==> src/rtl/rat_uart_rx_port.sv <==
// RAT MCU UART receive port: 8N1 receiver feeding a small byte FIFO, read through
// IN_PORT / PORT_ID, popped and flag-cleared by an OUT to POP_ID.
module rat_uart_rx_port #(
    parameter int          CLKS_PER_BIT = 434,
    parameter int          DEPTH        = 4,
    parameter logic [7:0]  DATA_ID      = 8'h10,
    parameter logic [7:0]  STATUS_ID    = 8'h11,
    parameter logic [7:0]  POP_ID       = 8'h12
) (
    input  logic       CLK,
    input  logic       RESET_N,
    input  logic       RX,
    input  logic [7:0] PORT_ID,
    input  logic       IO_STRB,
    input  logic [7:0] OUT_PORT,
    output logic [7:0] IN_PORT_DATA,
    output logic       INTR
);

    localparam int CNT_W = $clog2(CLKS_PER_BIT);
    localparam int PTR_W = $clog2(DEPTH);
    localparam int CW    = $clog2(DEPTH + 1);
    localparam logic [CNT_W-1:0] HALF_M1 = CNT_W'(CLKS_PER_BIT / 2 - 1);
    localparam logic [CNT_W-1:0] FULL_M1 = CNT_W'(CLKS_PER_BIT - 1);
    localparam logic [CW-1:0]    DEPTH_C = CW'(DEPTH);

    typedef enum logic [1:0] {
        S_IDLE  = 2'd0,
        S_START = 2'd1,
        S_DATA  = 2'd2,
        S_STOP  = 2'd3
    } state_t;

    logic             rx_meta_q, rxs_q;
    state_t           state_q, state_d;
    logic [CNT_W-1:0] clk_cnt_q, clk_cnt_d;
    logic [2:0]       bit_cnt_q, bit_cnt_d;
    logic [7:0]       shift_q, shift_d;
    logic [7:0]       mem_q [DEPTH];
    logic [PTR_W-1:0] wr_ptr_q, wr_ptr_d, rd_ptr_q, rd_ptr_d;
    logic [CW-1:0]    count_q, count_d;
    logic             ovr_q, ovr_d, ferr_q, ferr_d, intr_q, intr_d;

    logic rx_push, rx_ferr;
    logic pop_req, clr_req, pop_en, push_en, ovr_set;
    logic empty, full;
    logic [2:0] cnt_sat;
    logic [7:0] status;
    logic unused_out_bits;

    assign unused_out_bits = ^OUT_PORT[7:2];

    // Receiver: counter restarts at every sample point so START waits half a bit
    // and DATA/STOP land mid-bit thereafter.
    always_comb begin
        state_d   = state_q;
        clk_cnt_d = clk_cnt_q;
        bit_cnt_d = bit_cnt_q;
        shift_d   = shift_q;
        rx_push   = 1'b0;
        rx_ferr   = 1'b0;
        case (state_q)
            S_IDLE: begin
                clk_cnt_d = '0;
                bit_cnt_d = '0;
                if (!rxs_q) state_d = S_START;
            end
            S_START: begin
                if (clk_cnt_q == HALF_M1) begin
                    clk_cnt_d = '0;
                    state_d   = rxs_q ? S_IDLE : S_DATA;
                end else begin
                    clk_cnt_d = clk_cnt_q + 1'b1;
                end
            end
            S_DATA: begin
                if (clk_cnt_q == FULL_M1) begin
                    clk_cnt_d = '0;
                    shift_d   = {rxs_q, shift_q[7:1]};
                    bit_cnt_d = bit_cnt_q + 3'd1;
                    if (bit_cnt_q == 3'd7) state_d = S_STOP;
                end else begin
                    clk_cnt_d = clk_cnt_q + 1'b1;
                end
            end
            S_STOP: begin
                if (clk_cnt_q == FULL_M1) begin
                    clk_cnt_d = '0;
                    state_d   = S_IDLE;
                    rx_push   = rxs_q;
                    rx_ferr   = !rxs_q;
                end else begin
                    clk_cnt_d = clk_cnt_q + 1'b1;
                end
            end
            default: state_d = S_IDLE;
        endcase
    end

    // FIFO and flags. A pop in the same cycle as a push frees the slot, so a
    // full FIFO accepts the new byte without overrun.
    always_comb begin
        pop_req  = IO_STRB && (PORT_ID == POP_ID) && OUT_PORT[0];
        clr_req  = IO_STRB && (PORT_ID == POP_ID) && OUT_PORT[1];
        empty    = (count_q == '0);
        full     = (count_q == DEPTH_C);
        pop_en   = pop_req && !empty;
        push_en  = rx_push && (!full || pop_en);
        ovr_set  = rx_push && full && !pop_en;
        wr_ptr_d = push_en ? wr_ptr_q + PTR_W'(1) : wr_ptr_q;
        rd_ptr_d = pop_en  ? rd_ptr_q + PTR_W'(1) : rd_ptr_q;
        count_d  = count_q;
        if (push_en && !pop_en)      count_d = count_q + CW'(1);
        else if (!push_en && pop_en) count_d = count_q - CW'(1);
        ovr_d  = ovr_set ? 1'b1 : (clr_req ? 1'b0 : ovr_q);
        ferr_d = rx_ferr ? 1'b1 : (clr_req ? 1'b0 : ferr_q);
        intr_d = !empty;
    end

    always_ff @(posedge CLK or negedge RESET_N) begin
        if (!RESET_N) begin
            rx_meta_q <= 1'b1;
            rxs_q     <= 1'b1;
            state_q   <= S_IDLE;
            clk_cnt_q <= '0;
            bit_cnt_q <= '0;
            shift_q   <= '0;
            wr_ptr_q  <= '0;
            rd_ptr_q  <= '0;
            count_q   <= '0;
            ovr_q     <= 1'b0;
            ferr_q    <= 1'b0;
            intr_q    <= 1'b0;
            for (int i = 0; i < DEPTH; i++) mem_q[i] <= '0;
        end else begin
            rx_meta_q <= RX;
            rxs_q     <= rx_meta_q;
            state_q   <= state_d;
            clk_cnt_q <= clk_cnt_d;
            bit_cnt_q <= bit_cnt_d;
            shift_q   <= shift_d;
            wr_ptr_q  <= wr_ptr_d;
            rd_ptr_q  <= rd_ptr_d;
            count_q   <= count_d;
            ovr_q     <= ovr_d;
            ferr_q    <= ferr_d;
            intr_q    <= intr_d;
            if (push_en) mem_q[wr_ptr_q] <= shift_q;
        end
    end

    always_comb begin
        cnt_sat = (32'(count_q) > 7) ? 3'd7 : 3'(count_q);
        status  = {(state_q != S_IDLE), cnt_sat, ferr_q, ovr_q, full, !empty};
        IN_PORT_DATA = 8'h00;
        if (PORT_ID == DATA_ID)        IN_PORT_DATA = empty ? 8'h00 : mem_q[rd_ptr_q];
        else if (PORT_ID == STATUS_ID) IN_PORT_DATA = status;
    end

    assign INTR = intr_q;

endmodule

==> config.mk <==
export PLATFORM = sky130hd
export DESIGN_NAME = rat_uart_rx_port
export DESIGN_NICKNAME = d
export VERILOG_FILES = /design/src/rtl/rat_uart_rx_port.sv
export SDC_FILE = /design/constraint.sdc
export NUM_CORES = 1
export LEC_CHECK = 0
export CAP_MARGIN = 20
export CORE_MARGIN = 1.5
export CORE_UTILIZATION = 40
export CTS_BUF_LIST = sky130_fd_sc_hd__clkbuf_8
export CTS_CLUSTER_DIAMETER = 40
export CTS_CLUSTER_SIZE = 25
export DETAILED_ROUTE_END_ITERATION = 10
export GPL_TIMING_DRIVEN = 0
export PLACE_DENSITY = 0.55
export SYNTH_ARGS = -nofsm -noshare
export SYNTH_HDL_FRONTEND = slang
export SYNTH_SLANG_ARGS = --single-unit
==> constraint.sdc <==
create_clock -name CLK -period 3.8 [get_ports CLK]
set_input_delay 0.38 -clock CLK [delete_from_list [all_inputs] [get_ports CLK]]
set_output_delay 0.38 -clock CLK [all_outputs]
set_load 0.02 [all_outputs]
Yosys cells after proc, flatten, opt, wreduce, memory -nomap -nowiden
Index checks and enable logic that the tools add are counted.
Widths: inputs -> output; s select.
{"block": "word_totals", "regBits": 66, "inputBits": 20, "output_inout_bits": 9, "word_cells": 99}
{"block": "op_classes", "addsub": 6, "order_cmp": 3, "eq_ne": 15, "n_mux": 30, "n_bitwise": 2, "n_reduce_logical": 27}
{"operator": "$mux 8", "count": 6}
{"operator": "$bwmux 32", "count": 1}
{"operator": "$pmux 9 s3", "count": 1}
{"operator": "$eq 8x5->1 const B", "count": 3}
{"operator": "$mux 9", "count": 2}
{"operator": "$bmux 8 s2", "count": 1}
{"operator": "$demux 8 s2", "count": 1}
{"operator": "$mux 2", "count": 6}
{"operator": "$logic_and 1x1->1", "count": 10}
{"operator": "$ne 2x2->1 const B", "count": 5}
{"operator": "$reduce_bool 2->1", "count": 5}
{"operator": "$add 9x1->9 const B", "count": 1}
{"operator": "$eq 9x8->1 const B", "count": 1}
{"operator": "$eq 9x9->1 const B", "count": 1}
{"operator": "$mux 3", "count": 3}
{"operator": "$pmux 2 s4", "count": 1}
{"operator": "$mux 1", "count": 7}
{"operator": "$add 3x1->3 const B", "count": 2}
{"operator": "$eq 3x3->1 const B", "count": 2}
{"operator": "$ge 3x3->1 const B", "count": 2}
{"operator": "$not 2->3", "count": 2}
{"operator": "$pmux 3 s2", "count": 1}
{"operator": "$logic_not 1->1", "count": 5}
{"operator": "$reduce_and 5->1", "count": 1}
{"operator": "other kinds (10)", "count": 13}

Logic depth before layout (Yosys ltp)
{"block": "logic_depth", "word_depth": 10, "depth_mapped": 13, "mapped_depth_nobuf": 12}

Least setup slack after synthesis
OpenSTA, ideal clock, no wires.
{"block": "synth_timing", "path_type": "reg-to-reg", "from": "register clk_cnt_q[1]", "to": "register count_q[2] (netlist: cnt_sat[2])", "setup_time_ns": 0.079, "t_arrival_ns": 2.602, "t_required_ns": 3.721, "setup_slack_ns": 1.119, "stages_incl_launch_ff": 14, "path_buffers": 1, "period_less_slack_ns": 2.681, "path_cell_list": "dfrtp_1 -> inv_1 -> ha_1 -> nand4bb_4 -> or2_1 -> clkbuf_1 -> or3_1 -> a21oi_1 -> ha_1 -> inv_1 -> fa_1 -> xor2_1 -> nor2_1 -> xor2_1"}
{"block": "synth_via", "elab_chain_len": 7, "elab_cells_between_ends": 9, "classes_between": "eq/ne: 1; mux: 3; reduce/logical: 5"}
{"element": "start: declaration", "line": "36", "rtl": "logic [CNT_W-1:0] clk_cnt_q, clk_cnt_d;"}
{"element": "start signal: assignment", "line": "139", "rtl": "clk_cnt_q <= clk_cnt_d;"}
{"element": "$eq 9x9->1 *", "line": "87", "rtl": "if (clk_cnt_q == FULL_M1) begin"}
{"element": "$mux 1 *", "line": "87"}
{"element": "$mux 1 *", "line": "62", "rtl": "case (state_q)"}
{"element": "$logic_and 1x1->1 *", "line": "108", "rtl": "push_en = rx_push && (!full || pop_en);"}
{"element": "via push_en", "line": "45", "rtl": "logic pop_req, clr_req, pop_en, push_en, ovr_set;"}
{"element": "$logic_not 1->1", "line": "114", "rtl": "else if (!push_en && pop_en) count_d = count_q - CW'(1);"}
{"element": "$logic_and 1x1->1", "line": "114"}
{"element": "$reduce_bool 2->1 (no source line)"}
{"element": "end signal: assignment", "line": "144", "rtl": "count_q <= count_d;"}
{"element": "end: declaration", "line": "41", "rtl": "logic [CW-1:0] count_q, count_d;"}
The timed path passes the listed nets; every way through them passes the cells marked *.
A chain may end at the register's enable or synchronous reset.

Final worst setup path
{"block": "layout_timing", "from": "input PORT_ID[3]", "to": "output IN_PORT_DATA[1]"}
{"block": "layout_via", "elab_chain_len": 3, "elab_cells_between_ends": 4, "classes_between": "eq/ne: 2; mux: 2"}
{"element": "start: declaration", "line": "13", "rtl": "input logic [7:0] PORT_ID,"}
{"element": "$eq 8x5->1", "line": "157", "rtl": "else if (PORT_ID == STATUS_ID) IN_PORT_DATA = status;"}
{"element": "$mux 8", "line": "157"}
{"element": "$mux 8 *", "line": "156", "rtl": "if (PORT_ID == DATA_ID) IN_PORT_DATA = empty ? 8'h00 : mem_q[rd_ptr_q];"}
{"element": "end: declaration", "line": "16", "rtl": "output logic [7:0] IN_PORT_DATA,"}
Every way passes the cells marked *; elsewhere a longest branch is shown, timed or not.

==> flow_metrics.tcl <==
set metrics [dict create \
    switchingPower_mw 0.308 \
    start_kind "input port" \
    crit_top_cell "clkdlybuf4s50_1" \
    seq_area_frac_synth_pct 50.1 \
    diodes 0 \
    ant_nets 0 \
    clock_sinks 66 \
    grt_pass1_vias 2005 \
    p_leak_nw 1.67 \
    reg2regPathDepth 13 \
    switching_share_pct 22.7 \
    die_h_microns 93.9 \
    antenna_found_initial 0 \
    start_util_pct 42.1 \
    rsz0062_at_grt "no" \
    overflow 0 \
    fin_tns_setup_ns 0 \
    maxSlewViolCount 0 \
    syn2layout_area_growth_pct 16.8 \
    synth.avg_cell_area_sq_um 12.9 \
    cellPowerDensity_nw_per_um2 352 \
    worstMarginPinSlew_ns 0.909 \
    crit_chain "clkdlybuf4s50_1 -> nor4b_2 -> nand2_1 -> or4_1 -> o21ai_0 -> clkdlybuf4s50_1" \
    cts_resized 0 \
    viasPerCell 5.02 \
    criticalPathCategory "in -> out" \
    dr.pass1.iters 5 \
    clockPowerShare_pct 44.7 \
    hold_path_class "in -> async" \
    clk_pin_slew_ns 0.08 \
    routabilityCongestion 0.757 \
    cts_buffers 9 \
    p_int_mw 1.05 \
    finalSetupViolCount 0 \
    synth_area_sq_um 3300 \
    reg2reg_from "clk_cnt_q[1]$_DFF_PN0_" \
    drive_gt1_share_pct 26.9 \
    tritoncts "built" \
    cts_root_buf "clkbuf_8" \
    rows 32 \
    fill_cells 706 \
    vias 1986 \
    cap_violations 0 \
    yosysTopAreaCell "dfrtp_1" \
    worst_ep_required_time_ns 3.42 \
    cp_max_fo 7 \
    drt_iter0_markers 85 \
    htree_levels 3 \
    ys_seq_elements 66 \
    fin_nets 320 \
    synth-edff-count 0 \
    synth_area_leaders "dfrtp_1 (48%), mux2_2 (13%), mux4_2 (5.5%), ha_1 (3.8%), a211oi_4 (2.4%)" \
    seqPwrFrac_pct 52.0 \
    combPwrFrac_pct 3.3 \
    async_reset_ff_share_pct 100 \
    slowest_stage "clkdlybuf4s50_1" \
    max_freq_mhz 302 \
    ctsHoldBuffers 0 \
    skew_ns 0.0149 \
    grt_usage_pct 15.8 \
    post-route-min-period_ns 3.31 \
    fp.coreArea_sq_um 7850 \
    post_drt_wl_per_cell_microns 15.6 \
    clk_latency_ns 0.34 \
    dp_slack_ns 0.457 \
    r2r_end "cnt_sat[2]$_DFFE_PN0P_" \
    place.port_buffers 22 \
    syn_inst 256 \
    grt_max_degree 67 \
    cts_setup_buffers 0 \
    status "complete, no violations" \
    yosys_warnings 0 \
    period_share_pct 87.2 \
    ys.flop_type "dfrtp_1" \
    ys_types 42 \
    cp-end-kind "output port" \
    worstPathArrival_ns 2.93 \
    hold_viol_final 0 \
    routed_wl_microns 6170 \
    die-width_microns 93.9 \
    syn_nets 287 \
    max-vdd-ir-drop_mv 0.170 \
    ios 29 \
    die_area_sq_um 8820 \
    dp_hpwl_microns 4180 \
    clockBufferDepth 2 \
    timing.final.ws_setup_ns 0.487 \
    critical-path-max-stage-delay_ns 0.64 \
    netlist.area_leader.share_pct 48.5 \
    ff2ff_setup_slack_ns 0.80 \
    drc 0 \
    grt_first_pass_wirelength_microns 10400 \
    timing.slew.headroom_pct 39.1 \
]
==> synth_stat cells, drive strengths merged, types with 3 or more instances <==
cell type,number
ha,10
a21oi,4
nor3,4
xor2,6
dfrtp,64
inv,18
a211oi,4
or3,3
o21ai,12
nor2,15
clkbuf,7
nand3,5
xnor2,7
mux2,43
mux4,8
nand2,17
==> flip-flops by register name, indices dropped and copies added (netlist names), 2 cells and up, named ones only <==
name	cells
wr_ptr_q	2
rd_ptr_q	2
cnt_sat	3
bit_cnt_q	3
shift_q	8
clk_cnt_q	9
mem_q	32
==> cells in the final DEF, fill, tap and decap left out, types with 2 or more instances in the layout <==
master / count
and4b_1: 2
xnor2_1: 7
nand2_1: 17
a22oi_1: 2
mux2_2: 39
clkbuf_8: 11
clkbuf_1: 6
nor2b_1: 2
a21oi_1: 4
clkinv_4: 2
mux2_1: 4
inv_6: 2
o21ai_0: 12
dfstp_2: 2
nor4_1: 2
nand3_1: 5
dfrtp_1: 64
clkdlybuf4s50_1: 21
nor3_1: 4
a211oi_4: 4
mux4_2: 8
nor2_1: 15
xor2_1: 6
inv_1: 18
ha_1: 10
or3_1: 3
==> layout make-up <==
class	instances	area (sq um)	share of cell area (%)
inverter	18	67.6	1.75
buffer	8	47.5	1.23
sequential	66	1650	42.9
multi-input combinational	164	1540	39.8
timing repair buffer	22	218	5.64
clock inverter	6	72.6	1.88
tap	102	128	3.31
clock buffer	10	138	3.57
==> power groups by stage <==
stage	Clock, mW	Combinational [mW]	Sequential, mW
global placement	0	0.0464	0.722
detailed placement	0	0.0462	0.722
finish	0.608	0.0443	0.708
global route	0.677	0.0501	0.708
CTS	0.632	0.0463	0.708
floorplan	0	0.0122	0.722
==> critical path, delay by kind of cell <==
kind                   cells  cell delay (ns)
AND/OR/NAND/NOR            3             1.24
AO/OA/AOI/OAI              1             0.25
buffers and inverters      2             1.06
==> metrics by stage <==
| step | instance area (sq um) | hold slack (ns) | instances | power, mW | utilization, % |
|---|---|---|---|---|---|
| 6_report | 3860 | 0.134 | 396 | 1.36 | 49.2 |
| 3_3_place_gp | 3650 | 0.348 | 380 | 0.768 | 46.5 |
| 3_5_place_dp | 3650 | 0.349 | 380 | 0.768 | 46.5 |
| 2_1_floorplan | 3300 | 0.0844 | 256 | 0.734 | - |
| 5_1_grt | 3860 | 0.187 | 396 | 1.44 | 49.2 |
| 4_1_cts | 3860 | 0.167 | 396 | 1.39 | 49.2 |
==> per-layer routing <==
metal / global-route usage (%) / vias to the layer above / wire (microns)
met5: 0 / - / 0
met4: 4.85 / 0 / 68
met3: 4.05 / 5 / 274
met2: 22.8 / 37 / 2650
met1: 23.3 / 976 / 3170
li1: - / 968 / -
==> cell families (layout without fill, tap and decap cells) <==
family	Yosys count	after routing	synth area share (%)
AOI/OAI and AO/OA	25	25	6.25
muxes	52	52	20.4
buffers and inverters	26	64	3.48
and+or+nand+nor	63	63	12.0
xor gates and xnor gates	13	13	3.45
adders and majority gates	11	11	4.39
DFF	66	66	50.1
==> worst max-delay path by stage <==
stage,start,end,slack (ns),cells after the start
2_1_floorplan,clk_cnt_q[1]$_DFF_PN0_,cnt_sat[2]$_DFFE_PN0P_,1.12,13
3_3_place_gp,RESET_N,clk_cnt_q[1]$_DFF_PN0_,0.02,1
3_5_place_dp,PORT_ID[3],IN_PORT_DATA[1],0.46,6
4_1_cts,PORT_ID[3],IN_PORT_DATA[1],0.45,6
5_1_grt,PORT_ID[3],IN_PORT_DATA[1],0.32,6
6_report,PORT_ID[3],IN_PORT_DATA[1],0.49,6
Power figures use the tool's default switching activity.
